**src/rtl/cic_interp_pc_pkg.sv**
```systemverilog
// rtl/cic_interp_pc_pkg.sv - default CIC interpolator parameters and growth-check helpers
package cic_interp_pc_pkg;

   localparam int WIN_DEF = 16;
   localparam int WG_DEF  = 22;
   localparam int N_DEF   = 3;
   localparam int R_DEF   = 2000;

   function automatic int clog2(input longint v);
      for (int i = 0; i < 63; i++) begin
         if ((64'sd1 <<< i) >= v) return i;
      end
      return 63;
   endfunction

   // Minimum growth bits for an N-stage interpolator: ceil(log2(R^(N-1)))
   function automatic int growth_bits(input int r, input int n);
      longint p;
      p = 1;
      for (int i = 1; i < n; i++) p = p * longint'(r);
      return clog2(p);
   endfunction

endpackage

```
**src/rtl/cic_interp_pc_int_stage.sv**
```systemverilog
// rtl/cic_interp_pc_int_stage.sv - wrapping W-bit integrator with enable
module cic_interp_pc_int_stage #(
   parameter int W = 38
) (
   input  logic                clk,
   input  logic                rst,
   input  logic                en,
   input  logic signed [W-1:0] din,
   output logic signed [W-1:0] acc
);

   always_ff @(posedge clk or posedge rst) begin
      if (rst) begin
         acc <= '0;
      end else if (en) begin
         acc <= acc + din;
      end
   end

endmodule

```
**src/rtl/cic_interp_pc.sv**
```systemverilog
// rtl/cic_interp_pc.sv - N-stage CIC interpolator: low-rate combs, zero-stuff, high-rate integrators
module cic_interp_pc
   import cic_interp_pc_pkg::*;
#(
   parameter int Win = WIN_DEF,
   parameter int Wg  = WG_DEF,
   parameter int N   = N_DEF,
   parameter int R   = R_DEF
) (
   input  logic                     clk,
   input  logic                     rst,
   input  logic                     val_in,
   input  logic signed [Win-1:0]    i_data,
   output logic                     val_out,
   output logic signed [Win+Wg-1:0] o_data,
   output logic                     err
);

   localparam int Wo  = Win + Wg;
   localparam int PHW = $clog2(R);

   if (Wg < growth_bits(R, N)) begin : g_growth_check
      $error("cic_interp_pc: Wg too small for R^(N-1)");
   end

   logic signed [Wo-1:0] z [N];
   logic signed [Wo-1:0] d [N+1];
   logic signed [Wo-1:0] up_reg;
   logic                 up_vld;
   logic signed [Wo-1:0] u;
   logic signed [Wo-1:0] integ [N];
   logic [PHW-1:0]       ph;
   logic                 run;
   logic [N:0]           vshift;
   logic                 ph_last;
   logic                 accept;

   assign ph_last = (ph == PHW'(R - 1));
   // A missing strobe at the end of a period still clocks the combs, with a zero sample
   assign accept  = val_in | (run & ph_last);

   always_comb begin
      d[0] = val_in ? {{Wg{i_data[Win-1]}}, i_data} : '0;
      for (int k = 1; k <= N; k++) begin
         d[k] = d[k-1] - z[k-1];
      end
   end

   always_ff @(posedge clk or posedge rst) begin
      if (rst) begin
         for (int k = 0; k < N; k++) z[k] <= '0;
         up_reg <= '0;
         up_vld <= 1'b0;
         ph     <= '0;
         run    <= 1'b0;
         err    <= 1'b0;
         vshift <= '0;
         o_data <= '0;
      end else begin
         if (accept) begin
            for (int k = 0; k < N; k++) z[k] <= d[k];
            up_reg <= d[N];
         end
         up_vld <= accept;
         run    <= run | val_in;
         if (accept)   ph <= '0;
         else if (run) ph <= ph + PHW'(1);
         if (run && (val_in ? !ph_last : ph_last)) err <= 1'b1;
         vshift <= {vshift[N-1:0], run};
         o_data <= integ[N-1];
      end
   end

   assign u       = up_vld ? up_reg : '0;
   assign val_out = vshift[N];

   for (genvar k = 0; k < N; k++) begin : g_int
      logic signed [Wo-1:0] stage_in;
      if (k == 0) begin : g_first
         assign stage_in = u;
      end else begin : g_next
         assign stage_in = integ[k-1];
      end
      cic_interp_pc_int_stage #(.W(Wo)) u_stage (
         .clk (clk),
         .rst (rst),
         .en  (run),
         .din (stage_in),
         .acc (integ[k])
      );
   end

endmodule

```
**config.mk**
```make
export PLATFORM = sky130hd
export DESIGN_NAME = cic_interp_pc
export DESIGN_NICKNAME = d
export VERILOG_FILES = /design/src/rtl/cic_interp_pc_pkg.sv /design/src/rtl/cic_interp_pc_int_stage.sv /design/src/rtl/cic_interp_pc.sv
export SDC_FILE = /design/constraint.sdc
export NUM_CORES = 1
export LEC_CHECK = 0
export BUFFER_PORTS_ARGS = -buffer_cell sky130_fd_sc_hd__buf_2
export CORE_MARGIN = 8
export CORE_UTILIZATION = 60
export CTS_CLUSTER_DIAMETER = 150
export CTS_CLUSTER_SIZE = 24
export DETAILED_ROUTE_END_ITERATION = 7
export HOLD_SLACK_MARGIN = 0.06
export MAX_ROUTING_LAYER = met4
export PLACE_DENSITY = 0.77
export SYNTH_ARGS = -nofsm -noshare
export SYNTH_HDL_FRONTEND = slang
export SYNTH_SLANG_ARGS = --single-unit
```
**constraint.sdc**
```tcl
create_clock -name clk -period 13.1 [get_ports clk]
set_input_delay 1.31 -clock clk [delete_from_list [all_inputs] [get_ports clk]]
set_output_delay 1.31 -clock clk [all_outputs]
set_load 0.03 [all_outputs]
```
==> results of run 1 <==
## final timing paths
kind | from | endpoint | slack (ns) | depth (start not counted)
setup reg to reg | z[76] | up_reg[37] | 5.15 | 31
max in group asynchronous | rst | o_data[29] | 9.95 | 4
hold / removal | vshift[2] | vshift[3] | 0.36 | 0
hold reg to reg | vshift[2] | vshift[3] | 0.36 | 0
min in group asynchronous | rst | up_reg[2] | 0.85 | 2
setup / recovery | val_in | up_reg[37] | 4.32 | 33
## per-stage QoR
stage,cells,hold slack (ns)
detailed placement,2751,0.339
global route,2770,0.365
CTS,2770,0.360
finish,2770,0.358
global placement,2751,0.332
floorplan,2289,0.331
## final cells by class
cell class | instances | share of cell area [%]
multi-input cells | 1769 | 57.4
clock buffers | 18 | 1.93
well taps | 455 | 2.55
inverters | 161 | 2.76
clock inverters | 1 | 0.0730
flip-flops and latches | 300 | 33.7
repair buffers | 66 | 1.57
## Yosys cell counts (4+ instances only)
cell	number
sky130_fd_sc_hd__a211o_1	5
sky130_fd_sc_hd__a211oi_1	11
sky130_fd_sc_hd__a21boi_0	6
sky130_fd_sc_hd__a21o_1	105
sky130_fd_sc_hd__a21oi_1	220
sky130_fd_sc_hd__a221oi_1	4
sky130_fd_sc_hd__a31oi_1	14
sky130_fd_sc_hd__a41o_1	9
sky130_fd_sc_hd__a41oi_1	4
sky130_fd_sc_hd__and2_1	62
sky130_fd_sc_hd__and3_1	23
sky130_fd_sc_hd__and4_1	4
sky130_fd_sc_hd__buf_1	11
sky130_fd_sc_hd__clkbuf_1	45
sky130_fd_sc_hd__dfrtp_1	300
sky130_fd_sc_hd__fa_1	8
sky130_fd_sc_hd__ha_1	203
sky130_fd_sc_hd__inv_1	158
sky130_fd_sc_hd__mux2_2	99
sky130_fd_sc_hd__mux2i_1	4
sky130_fd_sc_hd__nand2_1	161
sky130_fd_sc_hd__nand2b_1	27
sky130_fd_sc_hd__nand3_1	42
sky130_fd_sc_hd__nand3b_1	6
sky130_fd_sc_hd__nand4_1	22
sky130_fd_sc_hd__nand4b_1	4
sky130_fd_sc_hd__nor2_1	143
sky130_fd_sc_hd__nor2b_1	22
sky130_fd_sc_hd__nor3_1	31
sky130_fd_sc_hd__o211ai_1	11
sky130_fd_sc_hd__o21a_1	29
sky130_fd_sc_hd__o21ai_0	139
sky130_fd_sc_hd__o21ai_1	18
sky130_fd_sc_hd__o21bai_1	34
sky130_fd_sc_hd__o311ai_0	9
sky130_fd_sc_hd__o31a_1	5
sky130_fd_sc_hd__o31ai_1	8
sky130_fd_sc_hd__or2_2	9
sky130_fd_sc_hd__or3_1	16
sky130_fd_sc_hd__xnor2_1	125
sky130_fd_sc_hd__xor2_1	61
## worst register-to-register path, delay by kind of cell, from the launching register on
kind / cells / cell delay (ns)
XOR/XNOR: 1 / 0.11
buffers and inverters: 1 / 0.06
AO/OA/AOI/OAI: 22 / 5.29
AND/OR/NAND/NOR: 2 / 0.40
adder cells (fa/ha/maj): 5 / 1.70
flip-flops: 1 / 0.36
## per-layer routing
layer	part of all wire, %	up-vias	track usage (%)
met1	48	7586	27.1
li1	-	8181	-
met5	0	-	-
met4	2.3	0	4.92
met2	47	296	35.3
met3	3.3	66	1.87
## cell families after synthesis
logic type / synth area share (%)
muxes: 5.47
AOI/OAI and AO/OA: 21.1
and+or+nand+nor: 13.3
buffers and inverters: 3.93
xor gates and xnor gates: 7.82
DFF: 35.5
adders and majority gates: 12.8
==> impl.org, run 1 <==
** Logic synthesis
- Synthesis produced about 2300 cells.
- Dominant synthesized flop cell :: sky130_fd_sc_hd__dfrtp_1
- Area leader, netlist :: sky130_fd_sc_hd__dfrtp_1
- Of the post-synthesis cell area, the dominant cell type holds between 30 and 40%.
- Mean post-synth cell area :: approximately 9.2 sq um
- Share of flip-flops with an asynchronous set or reset :: 100%
- Post-Synthesis Cell Area :: 21100 sq um
- Yosys mapped a number of flops with a built-in enable equal to 0.
- Number of distinct library cells after synthesis :: 83
- Portion of the post-synthesis area used by sequential elements :: 35.5%
- Synthesized flop and latch total :: 300
- The Yosys step of the flow raised 0 warnings.
- Top cells by area, synth :: sky130_fd_sc_hd__dfrtp_1 (36%), sky130_fd_sc_hd__ha_1 (12%), sky130_fd_sc_hd__mux2_2 (5.3%), sky130_fd_sc_hd__a21oi_1 (5.2%), sky130_fd_sc_hd__xnor2_1 (5.2%)
- Net Count, Synth :: 2519

** Global routing
- Pin count of the biggest net entering global routing :: 95
- Initial antenna violation count :: 0
- Summed over all layers, the global routing overflow is 0.
- Total global routing track utilization :: between 20% and 30%
- First-pass GRT wire length :: 73600 um
- Vias in the first global route :: 15800

** STA
- Unrepaired setup endpoints after global routing :: false
- Setup Viol. Count Final :: 0
- Final TNS setup :: 0 ns
- Final WS setup :: 4.32 ns
- Final count of hold timing violations :: 0
- Worst Skew :: around 0.017 ns
- Of the available clock period, the critical path in the final layout requires 67.0%.
- Counting I/O delays and the setup requirement, the final critical path takes 8.78 ns.
- The worst pin sits at a relative slew slack of 35.7%.
- For the pin with the worst max-slew slack, the measured transition is 0.964 ns.
- Static timing analysis puts the maximum clock frequency at 114 MHz.
- Fin. max-slew vios :: 0

** Job
- Max-cap violations in this run came to 0.

** Placement
- Placer Congestion :: 0.942
- The wire-length estimate of the detail-placed layout is roughly 32000 um.
- Setup slack after placement :: roughly 3.8 ns
- Count of port buffers added during placement :: 58
- Total placed instance area :: about 22000 sq um

** Routing
- After detailed routing, the number of remaining DRC violations is 0.
- Total number of vias :: 16100
- Once detail routing completed, the nets flagged for antenna violations numbered 0.
- Mean routed wirelength per cell :: 15.3 um
- Drt initial violations :: approximately 820
- The routed design has 42500 um of wire.
- Detailed-router iteration count before antenna repair :: 5
- After detailed routing, the number of vias per cell comes to ~5.8.

** CTS
- Count of instances resized after the clock tree is built :: 0
- Number of hold buffers added after cts :: 0
- Clock transition at the registers of the reported paths :: about 0.10 ns
- Root cell of the clock tree :: sky130_fd_sc_hd__clkbuf_16
- The clock reaches the later pin of the worst-skew pair after a little over 0.5 ns.
- Buffers from clock root to sink, at most :: 3
- Count of clock tree sinks :: 300
- Clock tree from TritonCTS :: built
- Clock tree synthesis inserted a total of 16 buffers.
- In this run the number of H-tree levels came out at 1.
- Post-CTS setup buffer count :: 0

** Final layout
- The largest registers in the layout are g_int.u_stage.acc x114, z x92.
- Area overhead of the layout relative to synthesis :: 5.51%
- Register Area :: 7510 sq um
- Filler cells :: 2850
- The register with the most flip-flops in the layout has 114 of them.
- The top cell types in the final layout, fill and taps aside, are sky130_fd_sc_hd__dfrtp_1 (299), sky130_fd_sc_hd__a21oi_1 (219), sky130_fd_sc_hd__ha_1 (203).
- After routing the design area is ~22000 sq um.
- At the end of the flow the core is filled with cells to roughly 64%.
- Summing all multi-input logic gate instances after layout gives 12800 sq um.
- Ranked by flip-flop count, first place goes to g_int.u_stage.acc.
- In the final layout, the share of cells above drive strength 1 is between 9 and 10%.
- Leading cell type in the layout, fill and taps excluded :: sky130_fd_sc_hd__dfrtp_1
- After the last flow step, the layout net total stands at 2544.
- The repair_antennas step left the layout with diodes totalling 0.

** Setup path
- The cell that appears most often on the critical path is sky130_fd_sc_hd__a21oi_1.
- At the worst endpoint, the required time is 13.54 ns.
- For this design, the slowest cell found on the critical path is sky130_fd_sc_hd__o311ai_2.
- Worst endpoint data arrival time :: between 9 and 10 ns
- The critical path in this run is classified as input port to register.
- Critical Path Fanout Max :: 21
- On the worst path, the slowest cell contributes a delay of 0.66 ns.
- The worst setup path is launched from an input port.
- STA classifies the critical path endpoint as a register.
- Bufs and invs on worst path :: 2
- Category of cells accounting for the largest share of critical-path delay :: compound AO/OA/AOI/OAI gates

** Floorplanning
- In this run the vertical extent of the chip is 204 um.
- Measured along the x axis, the die boundary spans 204 um.
- Placeable Area :: around 35000 sq um
- Top-Level Pins :: 59
- Total number of placement rows :: 68
- The die covers 41500 sq um.
- Once the floorplan was initialized, standard cells occupied 61.0% of the core.

** Min path
- The tightest min-delay check is of the register to register type.

** Outcome
- The flow ran to the end, and the final reports show no timing, DRC or antenna violations.
Power of run 1 is not shown: default switching activity piles up to over one toggle a cycle in this logic, so the estimate is an artifact.
==> inputs of run 2 (changes only) <==
--- a/config.mk
+++ b/config.mk
@@ -7,13 +7,13 @@
 export LEC_CHECK = 0
 export BUFFER_PORTS_ARGS = -buffer_cell sky130_fd_sc_hd__buf_2
 export CORE_MARGIN = 8
-export CORE_UTILIZATION = 60
+export CORE_UTILIZATION = 58
 export CTS_CLUSTER_DIAMETER = 150
 export CTS_CLUSTER_SIZE = 24
 export DETAILED_ROUTE_END_ITERATION = 7
 export HOLD_SLACK_MARGIN = 0.06
 export MAX_ROUTING_LAYER = met4
-export PLACE_DENSITY = 0.77
+export PLACE_DENSITY = 0.78
 export SYNTH_ARGS = -nofsm -noshare
 export SYNTH_HDL_FRONTEND = slang
 export SYNTH_SLANG_ARGS = --single-unit
==> constraint.sdc (replaced) <==
create_clock -name clk -period 7.46 [get_ports clk]
set_input_delay 0.746 -clock clk [delete_from_list [all_inputs] [get_ports clk]]
set_output_delay 0.746 -clock clk [all_outputs]
set_load 0.03 [all_outputs]
==> run 2 against run 1 <==
  * First-iteration DRC count is 24% higher
  * Count of clock-buffer cells in the layout stayed put
  * Routed wire length is 1.2% lower
  * Global-route usage is 0.50 points lower
  * Hold slack better by 0.0041 ns
  * Final cell count is 1.4% higher
  * Non-clock buffer count is 26 higher
  * Worst setup slack worse by 3.9 ns
  * Critical path type unchanged
  * Highest routed layer unchanged
==> impl.org, run 2 (synthesis results as in run 1) <==
** Floorplanning
- Die Y-Extent :: 207 um (+1.6%)
- Overall die area :: 42800 sq um (+3.2%)
- Total number of placement rows :: 70 (+2.9%)
- The I/O pin count was 59 (unchanged).
- Placeable Area :: 36300 sq um (+4.7%)
- The starting density of the core is 58.3% (-2.7 points).
- The horizontal extent of the die is 207 um (+1.6%).

** Routing
- The remaining design rule violation count was 0 (unchanged).
- Via count normalized by instance count :: 5.78 (-0.77%)
- The antenna violation net count after detailed routing was 0 (unchanged).
- Mean routed wirelength per cell :: 14.9 um (-2.6%)
- Detailed-router iteration count before antenna repair :: 5 (unchanged)
- The number of design-rule violations left by the first detailed-router iteration was 1012 (+24%).
- Routed Wire Length :: 41900 um (-1.2%)
- Total number of vias :: 16200 (+0.66%)

** STA
- Relative slew slack :: 37.7% (+2.0 points)
- Final WS setup :: 0.466 ns (-3.86 ns)
- After layout, the minimum clock period comes to 6.99 ns.
- Setup Viol. Count Final :: 0 (unchanged)
- The final critical path takes up 93.8% of the cycle.
- Achievable Freq :: 143 MHz
- The worst clock skew on the final layout came to 0.0189 ns (+0.00215 ns).
- Final count of hold timing violations :: 0 (unchanged)
- Setup repair after global routing left no endpoint under its margin.
- Tightest Pin Transition :: 0.934 ns (-0.0305 ns)
- Fin. max-slew vios :: 0 (unchanged)

** Outcome
- Outcome :: finished, final reports clean

** Setup path
- Library cell appearing most often on the critical path :: sky130_fd_sc_hd__a21oi_1
- Minimum setup slack among reg-to-reg paths :: 0.64 ns (-4.51 ns)
- STA classifies the critical path startpoint as an input port.
- The critical path's largest stage delay came to 0.50 ns (-0.16 ns).
- Crit Path Category :: input port to register
- Worst endpoint data arrival time :: 7.44 ns (-1.78 ns)
- Critical Path Fanout Max :: 14 (-33%)
- Critical path capture point type :: register
- The data required time of the critical path is 7.90 ns (-5.64 ns).
- Slowest cell on the critical path :: sky130_fd_sc_hd__fa_1

** CTS
- The clock transition at the registers of the reported paths is 0.10 ns (about the same).
- Root cell of the clock tree :: sky130_fd_sc_hd__clkbuf_16
- The count of hold-fix buffers inserted at cts was 0 (unchanged).
- CTS H-tree depth :: 1 (unchanged)
- TritonCTS built the clock tree.
- The total CTS buffers came to 16 (unchanged).
- The clock net sink count came to 300 (unchanged).
- The buffer depth of the longest clock path was 3 (unchanged).
- Worst skew pair latency :: 0.51 ns (about the same)

** Global routing
- Pin count of the biggest net entering global routing :: 156 (+64%)
- GR Util met1 :: 25.3% (-1.8 points)
- Total overflow reported by the global router :: 0 (unchanged)
- The first-pass GRT wire length is 73100 um (-0.66%).
- Vias in the first global route :: 16100 (+2.0%)
- The layer flagged by global routing as most heavily used is met2.
- Met3 capacity usage during global routing :: 1.98% (+0.11 points)
- Total global routing track utilization :: 20.4% (-0.50 points)
- Initial antenna violation count :: 1 (+1)
- The met2 global-route usage is 35.1% (-0.22 points).

** Final layout
- Largest regs :: g_int.u_stage.acc x114, z x92
- Number of flip-flops in the largest register :: 114 (unchanged)
- The register with the most flip-flops in the final layout is g_int.u_stage.acc.
- Area overhead of the layout relative to synthesis :: 6.85%
- Total number of nets in the final design :: 2570 (+1.0%)
- The final standard cell utilization of the core came to 62.2% (-2.1 points).
- The library cell used most frequently in the layout, excluding fill and tap cells, is sky130_fd_sc_hd__dfrtp_1.
- The fraction of final layout cells with drive strength greater than 1 was 11.0% (+1.3 points).
- Most frequent cells in the layout :: sky130_fd_sc_hd__dfrtp_1 (299), sky130_fd_sc_hd__a21oi_1 (215), sky130_fd_sc_hd__ha_1 (203)

** Placement
- The worst-case setup slack after placement was -0.265 ns (-4.04 ns).
- Placer Congestion :: 0.954 (+1.2%)
- Count of port buffers added during placement :: 58 (unchanged)
- The sum of net half-perimeters after detailed placement was 31900 um (-0.34%).

** Min path
- The path class of the tightest hold or removal check is input port to async pin.

** Job
- The count of maximum capacitance violations came to 0 (unchanged).
[run 2: cell count changes in the layout (fill, tap and decap cells not counted), moves of 2 or more]
cell,delta
sky130_fd_sc_hd__a21oi_1,-4
sky130_fd_sc_hd__a211oi_2,+2
sky130_fd_sc_hd__buf_4,+24
sky130_fd_sc_hd__a211oi_1,-2
sky130_fd_sc_hd__buf_12,+2
sky130_fd_sc_hd__a21oi_2,+4
[run 2: final timing paths]
check | startpoint | cells after the start | to
max | val_in | 35 | up_reg[35]
min | rst | 2 | z[76]
max reg2reg | z[76] | 33 | up_reg[35]
min reg2reg | vshift[2] | 0 | vshift[3]
max in group asynchronous | rst | 4 | g_int[1].u_stage.acc[36]
min in group clk | vshift[2] | 0 | vshift[3]
[run 2: worst max-delay path: cells and delay by family]
kind                     cells  cell delay, ns
adder cells (fa/ha/maj)      5            1.77
AND/OR/NAND/NOR             11            2.10
buffers and inverters        3            0.34
AO/OA/AOI/OAI               15            2.32
XOR/XNOR                     1            0.16
[run 2: cell type report]
class,instances,area (sq um)
timing repair buffer,92,571
fill,3030,13700
tap,468,586
sequential,300,7510
inverter,161,611
clock inverter,1,16.3
multi-input combinational,1769,12800
antenna,1,2.50
clock buffer,18,429
[run 2: metal layers]
metal,wire [um],part of all wire [%]
met1,19800,47
met2,19700,47
met3,1160,2.8
met5,0,0
met4,1300,3.1
[run 2: timing repair]
| item | CTS | global route |
|---|---|---|
| endpoints found under the setup margin | 0 | 5 |
| gates resized for setup | 0 | 6 |
| endpoints found under the hold margin | 0 | 0 |
| setup buffers | 0 | 0 |
[run 2: stage by stage]
step	area (sq um)	TNS, ns	instances	hold WS, ns
2_1_floorplan	21200	0	2289	0.331
3_3_place_gp	22100	0	2790	0.333
3_5_place_dp	22100	-0.908	2790	0.340
4_1_cts	22500	0	2809	0.353
5_1_grt	22600	0	2810	0.383
6_report	22600	0	2810	0.362
Power of run 2 is left out for the same reason.
==> inputs of run 3 (changes only) <==
--- a/config.mk
+++ b/config.mk
@@ -6,14 +6,14 @@
 export NUM_CORES = 1
 export LEC_CHECK = 0
 export BUFFER_PORTS_ARGS = -buffer_cell sky130_fd_sc_hd__buf_2
-export CORE_MARGIN = 8
-export CORE_UTILIZATION = 58
+export CORE_MARGIN = 10
+export CORE_UTILIZATION = 60
 export CTS_CLUSTER_DIAMETER = 150
 export CTS_CLUSTER_SIZE = 24
 export DETAILED_ROUTE_END_ITERATION = 7
 export HOLD_SLACK_MARGIN = 0.06
 export MAX_ROUTING_LAYER = met4
-export PLACE_DENSITY = 0.78
+export PLACE_DENSITY = 0.77
 export SYNTH_ARGS = -nofsm -noshare
 export SYNTH_HDL_FRONTEND = slang
 export SYNTH_SLANG_ARGS = --single-unit
==> constraint.sdc (replaced) <==
create_clock -name clk -period 7 [get_ports clk]
set_input_delay 0.7 -clock clk [delete_from_list [all_inputs] [get_ports clk]]
set_output_delay 0.7 -clock clk [all_outputs]
set_load 0.03 [all_outputs]
==> run 3 against run 2 <==
  * Critical endpoint is now up_reg[37]
  * Final cell count up 1.0%
  * Core utilization up 4.0 points
  * Routed wire length up 3.3%
  * Count of clock-buffer cells in the layout did not move
  * First-iteration DRC count shrank 4.9%
  * Sequential share of layout area decreased by 0.54 points
==> impl.org, run 3 (synthesis results as in run 1) <==
** Final layout
- The fraction of final layout cells with drive strength greater than 1 came to 13.3% (+2.3 points).
- Total number of nets in the final design :: 2613 (+1.7%)
- The flip-flop count of the largest register after layout is 114 (unchanged).
- The register with the most flip-flops in the final layout is g_int.u_stage.acc.
- Relative to the synthesized area, the layout overhead comes to 8.60%.
- Footprint of the multi-input gates :: 12900 sq um (+0.56%)
- Leaving out fill and tap cells, the most frequent cell in the layout is sky130_fd_sc_hd__dfrtp_1.
- The antenna diode count was 0 (-1).
- The area taken by flip-flops and latches is 7510 sq um (unchanged).
- The number of inserted filler cells in the final layout came to 2820 (-6.9%).
- In the layout the commonest cells are sky130_fd_sc_hd__dfrtp_1 (299), sky130_fd_sc_hd__a21oi_1 (211), sky130_fd_sc_hd__ha_1 (201).
- Largest regs :: g_int.u_stage.acc x114, z x92

** Global routing
- Total global routing track utilization :: 20.2% (-0.26 points)
- Met3 capacity usage during global routing :: 2.11% (+0.12 points)
- Pin count of the biggest net entering global routing :: 155 (-0.64%)
- The global route total overflow is 0 (unchanged).
- The number of antenna violations at the first check in global routing is 0 (-1).
- The number of global-route vias before repair was 16500 (+2.1%).
- The first-pass GRT wire length came to 75400 um (+3.1%).
- Most Crowded Layer GR :: met2
- GR Util met1 :: 25.7% (+0.45 points)
- The met2 global-route usage came to 33.9% (-1.2 points).

** CTS
- The buffer depth of the longest clock path came to 3 (unchanged).
- Clock tree from TritonCTS :: built
- Worst skew pair latency :: 0.51 ns (about the same)
- The clock transition at the registers of the reported paths is 0.10 ns (about the same).
- Total CTS buffers :: 16 (unchanged)
- The clock net sink count is 300 (unchanged).
- The tree is rooted in a sky130_fd_sc_hd__clkbuf_16.
- Number of hold buffers added after cts :: 0 (unchanged)
- The number of H-tree levels is 1 (unchanged).

** Setup path
- Critical path capture point type :: register
- Largest stage delay, worst path :: 0.51 ns (about the same)
- The critical path in this run is classified as input port to register.
- The top fanout value on the critical path was 14 (unchanged).
- Among the stages of the critical path, the cell type that occurs most often is sky130_fd_sc_hd__a21oi_2.
- The data required time of the critical path came to 7.44 ns (-0.46 ns).
- Worst endpoint data arrival time :: 6.99 ns (-0.45 ns)
- Among all stages on the critical path, the largest delay is contributed by sky130_fd_sc_hd__fa_2.
- Category of cells accounting for the largest share of critical-path delay :: compound AO/OA/AOI/OAI gates
- The register-to-register setup slack was 0.47 ns (-0.17 ns).
- The number of buffer and inverter instances along the worst setup path is 5 (+2).
- Crit start category :: input port

** Routing
- The number of vias per cell was 5.79 (+0.13%).
- Total number of vias :: 16400 (+1.2%)
- The total length of routed wires is 43300 um (+3.3%).
- Mean routed wirelength per cell :: 15.3 um (+2.2%)
- Count of nets left with antenna violations after detail routing :: 0 (unchanged)
- Drt initial violations :: 962 (-4.9%)
- Remaining routing DRC violations :: 0 (unchanged)
- Detailed-router iteration count before antenna repair :: 5 (unchanged)

** Floorplanning
- Overall die area :: 43100 sq um (+0.77%)
- Initial cell density of the core :: 61.0% (+2.7 points)
- The vertical die dimension was 208 um (+0.38%).
- Placeable Area :: 34600 sq um (-4.5%)
- Top-Level Pins :: 59 (unchanged)
- The count of standard-cell rows was 68 (-2.9%).
- Die span in x :: 208 um (+0.38%)

** STA
- After layout, the minimum clock period comes to about 6.5 ns.
- Final-layout worst hold slack :: 0.318 ns (-0.0439 ns)
- Fin. max-slew vios :: 0 (unchanged)
- The number of hold-slack violations in the final timing report came to 0 (unchanged).
- Of the available clock period, the critical path in the final layout requires 93.4%.
- The headroom to the max-slew limit was 34.2% (-3.6 points).
- Achievable Freq :: 153 MHz
- Tightest Pin Transition :: 0.987 ns (+0.0535 ns)
- The number of setup violations in the final report was 0 (unchanged).
- Setup repair after global routing left no endpoint under its margin.
- The worst clock skew on the final layout is 0.0215 ns (+0.00254 ns).

** Placement
- The number of buffers inserted by port buffering came to 58 (unchanged).
- Placed wire-length estimate after detailed placement :: 33200 um (+4.0%)
- The weighted congestion reported at the end of routability-driven placement was 0.971 (+1.8%).

** Outcome
- Outcome :: finished, final reports clean

** Job
- Number of maximum-capacitance violations :: 0 (unchanged)

** Min path
- Type of the tightest min-delay check :: input port to async pin
run 3: changes by cell type in the layout (fill, tap and decap cells not counted), sizes merged:
cell   delta
diode     -1
buf      +43
run 3: repair_timing:
item / in CTS / in global routing
buffers inserted: 0 / 3
setup endpoints to repair: 0 / 8
gates resized for setup: 0 / 19
run 3: final cells by class:
type | instances | share of cell area [%]
clock buffer | 18 | 1.87
clock inverter | 1 | 0.0709
inverter | 161 | 2.66
multi-input combinational | 1769 | 56.3
sequential | 300 | 32.7
tap | 455 | 2.48
timing repair buffer | 135 | 3.87
run 3: path summary, 6_finish.rpt:
check / startpoint / depth (start not counted) / to
max: val_in / 33 / up_reg[37]
min: rst / 2 / up_vld
max reg2reg: z[76] / 31 / up_reg[37]
min reg2reg: vshift[0] / 0 / vshift[1]
max in group asynchronous: rst / 3 / g_int[1].u_stage.acc[10]
min in group clk: vshift[0] / 0 / vshift[1]
run 3: layer usage:
layer  part of all wire (%)  routed length (um)
met5                      0                   0
met2                     47               20500
met4                    2.3                 977
met3                    3.0                1290
met1                     48               20600
run 3: worst reg2reg max path, delay by kind of cell, from the launching register on:
kind,cells,cell delay [ns]
xor+xnor,1,0.26
flops,1,0.38
compound gates,17,2.88
buf+inv,4,0.46
simple gates,4,0.78
fa+ha+maj,5,1.71
run 3: metrics by stage:
step                std cells  utilization, %  worst slack [ns]  area (sq um)  setup TNS [ns]
finish                   2839            66.2             0.459         22900               0
global route             2839            66.2         0.0000107         22900               0
CTS                      2836            66.0             0.349         22900               0
detailed placement       2817            64.7            -0.196         22400          -0.614
global placement         2817            64.7           -0.0643         22400         -0.0774
floorplan                2289               -            0.0128         21200               0
Power of run 3 is left out for the same reason.
